===== config.mk =====
export PLATFORM = sky130hd
export DESIGN_NAME = flow_ctrl_fsm
export DESIGN_NICKNAME = d
export VERILOG_FILES = /design/src/rtl/flow_ctrl_fsm.sv
export SDC_FILE = /design/constraint.sdc
export NUM_CORES = 1
export LEC_CHECK = 0
export ABC_CLOCK_PERIOD_IN_PS = 1800
export CORE_ASPECT_RATIO = 0.8
export CORE_UTILIZATION = 55
export CTS_BUF_LIST = sky130_fd_sc_hd__clkbuf_16
export DETAILED_ROUTE_END_ITERATION = 10
export DONT_BUFFER_PORTS = 1
export GPL_TIMING_DRIVEN = 0
export PLACE_DENSITY = 0.76
export SYNTH_ARGS = -nofsm -noshare
export SYNTH_HDL_FRONTEND = slang
export SYNTH_SLANG_ARGS = --single-unit

===== constraint.sdc =====
create_clock -name clk -period 1.8 [get_ports clk]
set_clock_uncertainty 0.05 [all_clocks]
set_input_delay 0.36 -clock clk [delete_from_list [all_inputs] [get_ports clk]]
set_output_delay 0.36 -clock clk [all_outputs]
set_load 0.005 [all_outputs]

===== src/rtl/flow_ctrl_fsm.sv =====
// Flow-control sequencer: watches a bank of FIFOs, applies per-FIFO hysteresis
// backpressure and captures error flags until software re-initialises.
//
// state  | meaning
// RESET  | waiting for init after reset
// INIT   | one cycle: latch thresholds, validate them
// IDLE   | all FIFOs empty, no errors
// ACTIVE | at least one FIFO non-empty, no errors
// ERROR  | error or bad config captured; only init leaves
module flow_ctrl_fsm #(
  parameter int NUM_FIFOS = 5,
  parameter int CNT_W     = 3
) (
  input  logic                       clk,
  input  logic                       reset_L,
  input  logic                       init,
  input  logic [NUM_FIFOS-1:0]       fifo_error,
  input  logic [NUM_FIFOS-1:0]       fifo_empty,
  input  logic [NUM_FIFOS*CNT_W-1:0] fifo_count,
  input  logic [CNT_W-1:0]           af_thr,
  input  logic [CNT_W-1:0]           ae_thr,
  output logic [4:0]                 state_out,
  output logic [NUM_FIFOS-1:0]       error_out,
  output logic                       cfg_err,
  output logic                       idle_out,
  output logic                       active_out,
  output logic [NUM_FIFOS-1:0]       pause_out
);

  typedef enum logic [4:0] {
    ST_RESET  = 5'b00001,
    ST_INIT   = 5'b00010,
    ST_IDLE   = 5'b00100,
    ST_ACTIVE = 5'b01000,
    ST_ERROR  = 5'b10000
  } state_e;

  state_e               state_q, state_d;
  logic [NUM_FIFOS-1:0] error_q, error_d;
  logic [NUM_FIFOS-1:0] pause_q, pause_d;
  logic                 cfg_err_q, cfg_err_d;
  logic                 idle_q, active_q;
  logic [CNT_W-1:0]     af_q, af_d;
  logic [CNT_W-1:0]     ae_q, ae_d;

  // Set at/above almost-full, clear at/below almost-empty, otherwise hold.
  function automatic logic [NUM_FIFOS-1:0] hyst(
    input logic [NUM_FIFOS-1:0]       held,
    input logic [CNT_W-1:0]           af,
    input logic [CNT_W-1:0]           ae,
    input logic [NUM_FIFOS*CNT_W-1:0] cnt
  );
    logic [NUM_FIFOS-1:0] p;
    logic [CNT_W-1:0]     c;
    p = held;
    for (int i = 0; i < NUM_FIFOS; i++) begin
      c = cnt[i*CNT_W +: CNT_W];
      if (c >= af)      p[i] = 1'b1;
      else if (c <= ae) p[i] = 1'b0;
    end
    return p;
  endfunction

  always_comb begin
    state_d   = state_q;
    error_d   = error_q;
    pause_d   = pause_q;
    cfg_err_d = cfg_err_q;
    af_d      = af_q;
    ae_d      = ae_q;
    case (state_q)
      ST_RESET: begin
        pause_d = '0;
        if (init) state_d = ST_INIT;
      end
      ST_INIT: begin
        af_d = af_thr;
        ae_d = ae_thr;
        if (ae_thr >= af_thr) begin
          state_d   = ST_ERROR;
          cfg_err_d = 1'b1;
          pause_d   = '1;
        end else begin
          state_d   = ST_IDLE;
          cfg_err_d = 1'b0;
          error_d   = '0;
          // First IDLE cycle already honours the thresholds being latched now.
          pause_d   = hyst('0, af_thr, ae_thr, fifo_count);
        end
      end
      ST_IDLE, ST_ACTIVE: begin
        if (|fifo_error) begin
          state_d = ST_ERROR;
          error_d = fifo_error;
          pause_d = '1;
        end else begin
          state_d = (&fifo_empty) ? ST_IDLE : ST_ACTIVE;
          pause_d = hyst(pause_q, af_q, ae_q, fifo_count);
        end
      end
      ST_ERROR: begin
        if (init) begin
          state_d = ST_INIT;
          pause_d = '0;
        end else begin
          error_d = error_q | fifo_error;
          pause_d = '1;
        end
      end
      default: begin
        state_d   = ST_RESET;
        pause_d   = '0;
        error_d   = '0;
        cfg_err_d = 1'b0;
      end
    endcase
  end

  always_ff @(posedge clk or negedge reset_L) begin
    if (!reset_L) begin
      state_q   <= ST_RESET;
      error_q   <= '0;
      pause_q   <= '0;
      cfg_err_q <= 1'b0;
      idle_q    <= 1'b0;
      active_q  <= 1'b0;
      af_q      <= '1;
      ae_q      <= '0;
    end else begin
      state_q   <= state_d;
      error_q   <= error_d;
      pause_q   <= pause_d;
      cfg_err_q <= cfg_err_d;
      idle_q    <= (state_d == ST_IDLE);
      active_q  <= (state_d == ST_ACTIVE);
      af_q      <= af_d;
      ae_q      <= ae_d;
    end
  end

  assign state_out  = state_q;
  assign error_out  = error_q;
  assign cfg_err    = cfg_err_q;
  assign idle_out   = idle_q;
  assign active_out = active_q;
  assign pause_out  = pause_q;

endmodule


==> metrics.md, run 1 <==
| Metric | Value |
|---|---|
| Sw Share | 38.5% |
| Avg Inst Size Synth | 9.56 um^2 |
| Multi-input gate area | 1460 um^2 |
| CP startpoint kind | flop |
| Peak VDD IR | 0.725 mV |
| Reg-to-Reg Start | af_q[0]$_DFFE_PN1P_ |
| Hold WS | 0.158 ns |
| Multiplexer area fraction after synthesis | 0% |
| Max transition margin | 25.9% |
| Grt ovf | 0 |
| Core Area | 3450 um^2 |
| Final Setup Violations | 1 |
| Nets | 307 |
| Fmax | 555 MHz |
| Clock Power Share | 20.5% |
| Async SR Flop Fraction | 100% |
| CTS tree | built |
| CP max-delay cell | dfstp_2 |
| Routed Antenna Nets | 0 |
| Reg2Reg Setup Slack | -0.0005 ns |
| Post-Synthesis Cells | 210 |
| Mapped Area | 2010 um^2 |
| Area growth syn-to-layout | 19.0% |
| Post-synthesis net count | 292 |
| Placed cell area | 2060 um^2 |
| Design area | 2390 um^2 |
| Worst-margin pin slew | 1.11 ns |
| Post-synth cell types | 30 |
| Fill cells | 255 |
| CP arrival | 1.87 ns |
| Synth Area in Compound Gates | 16.1% |
| Commonest cells post-synth | ha_1, dfrtp_1, nand2_1, inv_1, a21oi_1 |
| Yosys top cell by area | ha_1 |
| Die X | 69.5 um |
| Layout cells sized above 1 | 18.8% |
| Worst Hold Class | primary input to flop |
| P_int | 1.91 mW |
| Adder-cell share of the synthesized area | 29.9% |
| Switch Pwr | 1.19 mW |
| Placed wire-length estimate | 3360 um |
| Crit share post-route | 100% |
| Wire length per cell | 18.3 um |
| CP endpoint kind | flop |
| Worst-path clk slew | 0.06 ns |
| Hold depth | 2 |
| HP Start | af_thr[0] |
| Sequential Power Share | 30.3% |
| Bufs on Longest Clock Path | 2 |
| Setup CP Type | flop to flop |
| Final min period | 1.80 ns |
| Top Ports | 52 |
| Power share of the combinational group | 49.2% |
| WHS Endpoint | af_q[0]$_DFFE_PN1P_ |
| Area contributors post-synth | ha_1, dfrtp_1, dfstp_2, nor2b_1, a21oi_1 |
| Root buf cell | clkbuf_16 |
| Synth top area share | 29.9% |
| Final GP Congestion | 0.771 |
| Utilization after layout | 69.3% |
| Final Hold Viols | 0 |
| R2R depth | 7 |
| EDFF count, synth | 0 |
| Largest net degree at the start of global routing | 25 |
| Final worst setup slack | -0.000510 ns |
| Final slew viol count | 0 |
| Failing checks | setup timing |
| RR Endpoint | pause_out[4]$_DFFE_PN0P_ |
| Vias in the first global route | 1,513 |
| RSZ-0062 raised after global routing | true |
| Number of DRC markers in iteration 0 | 83 |
| Setup crit start | af_q[0]$_DFFE_PN1P_ |
| Die Ht | 56.0 um |
| Row cnt | 19 |
| Final WL | 4880 um |
| Simple-Gate Fraction of Synth Area | 19.1% |
| Seq. cell area | 606 um^2 |
| XOR/XNOR Fraction of Synth Area | 0.873% |
| CP Cell Sequence | buf_6 -> ha_4 -> nand2b_4 -> a21oi_2 -> nor2b_2 -> o41ai_2 -> o211ai_1 |
| Antenna violations before repair | 0 |
| Synthesized flop and latch total | 24 |
| Pleak | 1.14 nW |
| Clock Sink Count | 24 |
| Crit path max fanout | 3 |
| DR vias | 1,633 |
| # H-tree levels | 1 |
| Antenna cells | 0 |
| Die area | 3900 um^2 |
| Initial DRT Pass Iterations | 4 |
| # DRC | 0 |
| Critical path's largest stage delay | 0.59 ns |
| Tot GR Track Use | 25.8% |
| WP data required | 1.87 ns |
| Starting Density | 58.2% |
| Status | complete, but fails checks |
| PD cells | 1300 nW/um^2 |
| Cells after DPL | 252 |
| Maxcap violations | 0 |
| Num CTS Buffers | 3 |
| Final Instance Count excl. Fillers | 266 |
| Worst skew pair latency | 0.26 ns |
| Top-count cell post-synth | ha_1 |
| Post-synthesis sequential area ratio | 30.2% |
| Port-buffer cells | 0 |
| YS warnings | 0 |
| First-pass GRT wire length | 7640 um |
| Main combinational cell family by area after synthesis | adder cells |
| Top_reg_cell synth | dfrtp_1 |
| Drt via density | 6.14 |
power by group through the flow:
stage          Combinational (mW)  Clock [mW]  Sequential [mW]
2_1_floorplan               0.894           0            0.889
3_3_place_gp                 1.07           0            0.943
3_5_place_dp                 1.14           0            0.943
4_1_cts                      1.27       0.639            0.934
5_1_grt                      1.74       0.668            0.964
6_report                     1.53       0.637            0.941
final cells by class:
class | count | area share, %
Buffer | 2 | 0.367
Clock buffer | 3 | 3.14
Clock inverter | 1 | 1.26
Inverter | 18 | 2.93
Multi-Input combinational cell | 166 | 61.0
Sequential cell | 24 | 25.4
Tap cell | 42 | 2.20
Timing Repair Buffer | 10 | 3.72
logic make-up (layout without fill, tap and decap cells):
kind of cell / Yosys count / count (layout)
DFF: 24 / 24
buffers and inverters: 20 / 34
adders and majority gates: 48 / 48
xor gates and xnor gates: 2 / 2
AOI/OAI and AO/OA: 51 / 51
and+or+nand+nor: 65 / 65
timing repair:
item | in CTS | in global routing
hold endpoints to repair | 24 | 0
setup endpoints to repair | 7 | 5
hold buffers | 1 | 0
resized for setup | 5 | 22
setup buffers | 7 | 2
pin swaps | 5 | 5
stage by stage:
step | setup slack [ns] | TNS [ns] | total power, mW
after CTS | -0.0193 | -0.0404 | 2.84
after global routing | -0.122 | -0.344 | 3.37
final | -0.000510 | -0.000510 | 3.10
after detailed placement | -0.155 | -0.542 | 2.08
after floorplan | 0.168 | 0 | 1.78
after global placement | -0.0919 | -0.403 | 2.02
how the worst max path moves through the flow:
stage	depth (start not counted)	endpoint	slack [ns]
after floorplan	8	pause_out[0]$_DFFE_PN0P_	0.17
after CTS	7	pause_out[2]$_DFFE_PN0P_	-0.02
final	7	pause_out[4]$_DFFE_PN0P_	-0.0005
after global routing	7	pause_out[2]$_DFFE_PN0P_	-0.12
after global placement	8	pause_out[1]$_DFFE_PN0P_	-0.09
after detailed placement	7	pause_out[4]$_DFFE_PN0P_	-0.15
layer usage:
| metal | GRT usage, % | wire length (um) | vias up |
|---|---|---|---|
| li1 | - | - | 790 |
| met1 | 38.6 | 2200 | 771 |
| met2 | 35.9 | 2260 | 66 |
| met3 | 9.06 | 392 | 6 |
| met4 | 4.66 | 27 | 0 |
| met5 | 0 | 0 | - |
state kept, by name, summed over array words and instances, names as in the netlist:
register	cells
active_out	1
ae_q	3
af_q	3
cfg_err	1
error_out	5
idle_out	1
pause_out	5
state_out	5
worst max-delay path, delay by kind of cell (launching register included):
| family | cells | cell delay, ns |
|---|---|---|
| and+or+nand+nor | 2 | 0.19 |
| buffers and inverters | 1 | 0.13 |
| AOI/OAI and AO/OA | 3 | 0.52 |
| DFF | 1 | 0.59 |
| adders and majority gates | 1 | 0.19 |
cell usage in the layout (no fill, tap or decap), types with 5 or more instances in the layout:
| cell type | count |
|---|---|
| a21o_1 | 5 |
| a21oi_1 | 12 |
| a22o_1 | 5 |
| buf_4 | 6 |
| dfrtp_1 | 20 |
| ha_1 | 43 |
| ha_4 | 5 |
| inv_1 | 16 |
| nand2_1 | 19 |
| nand2b_1 | 7 |
| nand3_1 | 7 |
| nor2_1 | 5 |
| nor2b_1 | 12 |
| o211ai_1 | 5 |
| o21ai_0 | 7 |
| o21ai_1 | 5 |
No activity file was read; power rests on OpenSTA's default activity.
==> run 2, diff against run 1 <==
ABC_AREA = 1   (was default)
==> metrics.md, run 2 <==
| Metric | Value |
|---|---|
| Crit path max fanout | 6 |
| CP Cell Sequence | inv_1 -> ha_1 -> a21oi_1 -> o211ai_1 -> o21ai_0 -> nand3_1 |
| Placed cell area | 2330 um^2 |
| Core Area | 3850 um^2 |
| Layout cells sized above 1 | 9.15% |
| Final Setup Violations | 0 |
| CP delay by family, top | flip-flops |
| GRT busiest layer | met2 |
| Drt via density | 5.87 |
| Setup CP Type | flop to flop |
| Commonest cells post-synth | ha_1, nand2_1, nand3_1, inv_1, o21ai_0 |
| Met3 global-route usage | 5.78% |
| CP startpoint kind | flop |
| Utilization after layout | 64.0% |
| Final min period | 1.67 ns |
| CP arrival | 1.75 ns |
| EDFF count, synth | 0 |
| Power share of the combinational group | 47.5% |
| Post-synthesis net count | 360 |
| Starting Density | 58.6% |
| Maxcap violations | 0 |
| Setup TNS Final | 0 ns |
| Cells after DPL | 333 |
| Post-synth cell types | 28 |
| Num CTS Buffers | 3 |
| Final worst setup slack | 0.130 ns |
| Die Ht | 59.3 um |
| Worst-margin pin slew | 0.321 ns |
| # H-tree levels | 1 |
| Antenna violations before repair | 0 |
| Commonest non-fill, non-tap cell in the layout | ha_1 |
| Avg Inst Size Synth | 8.13 um^2 |
| Routed Antenna Nets | 0 |
| Top_reg_cell synth | dfrtp_1 |
| Commonest cells after routing, fill and taps aside | ha_1, nand2_1, nand3_1 |
| Yosys top cell by area | ha_1 |
| Worst Hold Class | primary input to flop |
| Number of DRC markers in iteration 0 | 110 |
| Peak VDD IR | 0.615 mV |
| Worst skew pair latency | 0.26 ns |
| Pleak | 1.31 nW |
| Post-Synthesis Cells | 278 |
| GR Util met1 | 37.1% |
| Vias in the first global route | 1,889 |
| Die area | 4370 um^2 |
| First-pass GRT wire length | 8670 um |
| Switch Pwr | 1.28 mW |
| Placed wire-length estimate | 4060 um |
| Final Instance Count excl. Fillers | 339 |
| Worst-path clk slew | 0.07 ns |
| Reg-to-Reg Start | af_q[2]$_DFFE_PN1P_ |
| Crit share post-route | 92.8% |
| Max transition margin | 78.6% |
| WP data required | 1.88 ns |
| Setup crit start | af_q[2]$_DFFE_PN1P_ |
| Final slew viol count | 0 |
| Top Ports | 52 |
| GR Util met2 | 42.3% |
| Setup Slack @ Placement | -0.0945 ns |
| Root buf cell | clkbuf_16 |
| WP buf/inv | 1 |
| HP Start | fifo_empty[3] |
| CP endpoint kind | flop |
| PD cells | 1230 nW/um^2 |
| Grt ovf | 0 |
| Die X | 73.7 um |
| Design area | 2470 um^2 |
| Antenna cells | 0 |
| Tot GR Track Use | 26.6% |
| Bufs on Longest Clock Path | 2 |
| Sw Share | 42.2% |
| Area contributors post-synth | ha_1, dfrtp_1, nand3_1, nand2_1, inv_1 |
| Wire length per cell | 15.6 um |
| Mapped Area | 2260 um^2 |
| Nets | 367 |
| Sequential Power Share | 31.2% |
| RSZ-0062 raised after global routing | false |
| YS warnings | 0 |
| Final Hold Viols | 0 |
| CTS tree | built |
| Status | finished, final reports clean |
| Final WL | 5300 um |
| Initial DRT Pass Iterations | 6 |
| Row cnt | 20 |
| CP max-delay cell | dfstp_2 |
| Synth top area share | 26.6% |
| P_int | 1.75 mW |
| Fmax | 599 MHz |
| Critical path's largest stage delay | 0.51 ns |
| Async SR Flop Fraction | 100% |
| Clock Sink Count | 24 |
| Area growth syn-to-layout | 9.19% |
| Synthesized flop and latch total | 24 |
| Clock Power Share | 21.3% |
| Top-count cell post-synth | ha_1 |
| # DRC | 0 |
| Post-synthesis sequential area ratio | 26.8% |
| Final GP Congestion | 0.800 |
| Port-buffer cells | 0 |
| Largest net degree at the start of global routing | 25 |
| DR vias | 1,989 |
[run 2: timing repair]
action,4_1_cts,5_1_grt
setup endpoints to repair,0,1
endpoints found under the hold margin,24,0
buffers inserted,0,0
resized for setup,0,1
hold buffers,2,0
[run 2: path summary, 6_finish.rpt]
path                                             to  slack, ns  cells past startpoint
min in group asynchronous        idle_out$_DFF_PN0_       0.51                      2
max in group asynchronous       af_q[0]$_DFFE_PN1P_       0.96                      2
hold reg to reg                 af_q[0]$_DFFE_PN1P_       0.49                      2
setup reg to reg           pause_out[3]$_DFFE_PN0P_       0.13                      6
setup / recovery           pause_out[3]$_DFFE_PN0P_       0.13                      6
hold / removal                 active_out$_DFF_PN0_       0.13                      1
[run 2: logic make-up (layout without fill, tap and decap cells)]
family                   Yosys count  in the layout  share of synthesized area [%]
AND/OR/NAND/NOR                  116            116                           26.5
AO/OA/AOI/OAI                     54             54                           13.7
adder cells (fa/ha/maj)           48             48                           26.6
buffers and inverters             36             42                           6.48
flip-flops                        24             24                           26.8
[run 2: power by group through the flow]
stage	clock, mW	sequential (mW)	combinational [mW]
4_1_cts	0.654	0.947	1.44
5_1_grt	0.679	0.967	1.66
6_report	0.643	0.943	1.44
3_3_place_gp	0	0.942	1.33
2_1_floorplan	0	0.887	1.12
3_5_place_dp	0	0.957	1.40
[run 2: per-layer routing]
metal  wire, um  vias up
met5          0        -
met4         52        0
met3        364        8
met2       2420       68
met1       2460      923
li1           -      990
[run 2: final cells by class]
class | count | area [um^2]
Buffer | 2 | 16.3
Multi-Input combinational cell | 218 | 1510
Fill cell | 349 | 1390
Inverter | 34 | 130
Clock inverter | 1 | 30.0
Timing Repair Buffer | 2 | 30.0
Sequential cell | 24 | 606
Tap cell | 55 | 68.8
Clock buffer | 3 | 75.1
[run 2: worst reg2reg max path: cells and delay by family, from the launching register on]
| family | cells | cell delay [ns] |
|---|---|---|
| AO/OA/AOI/OAI | 3 | 0.41 |
| AND/OR/NAND/NOR | 1 | 0.11 |
| flip-flops | 1 | 0.51 |
| buffers and inverters | 1 | 0.11 |
| adder cells (fa/ha/maj) | 1 | 0.35 |
[run 2: metrics by stage]
step / hold slack [ns] / power, mW
finish: 0.132 / 3.02
global route: 0.138 / 3.31
CTS: 0.134 / 3.04
detailed placement: 0.0150 / 2.36
global placement: 0.0150 / 2.27
floorplan: 0.0144 / 2.00
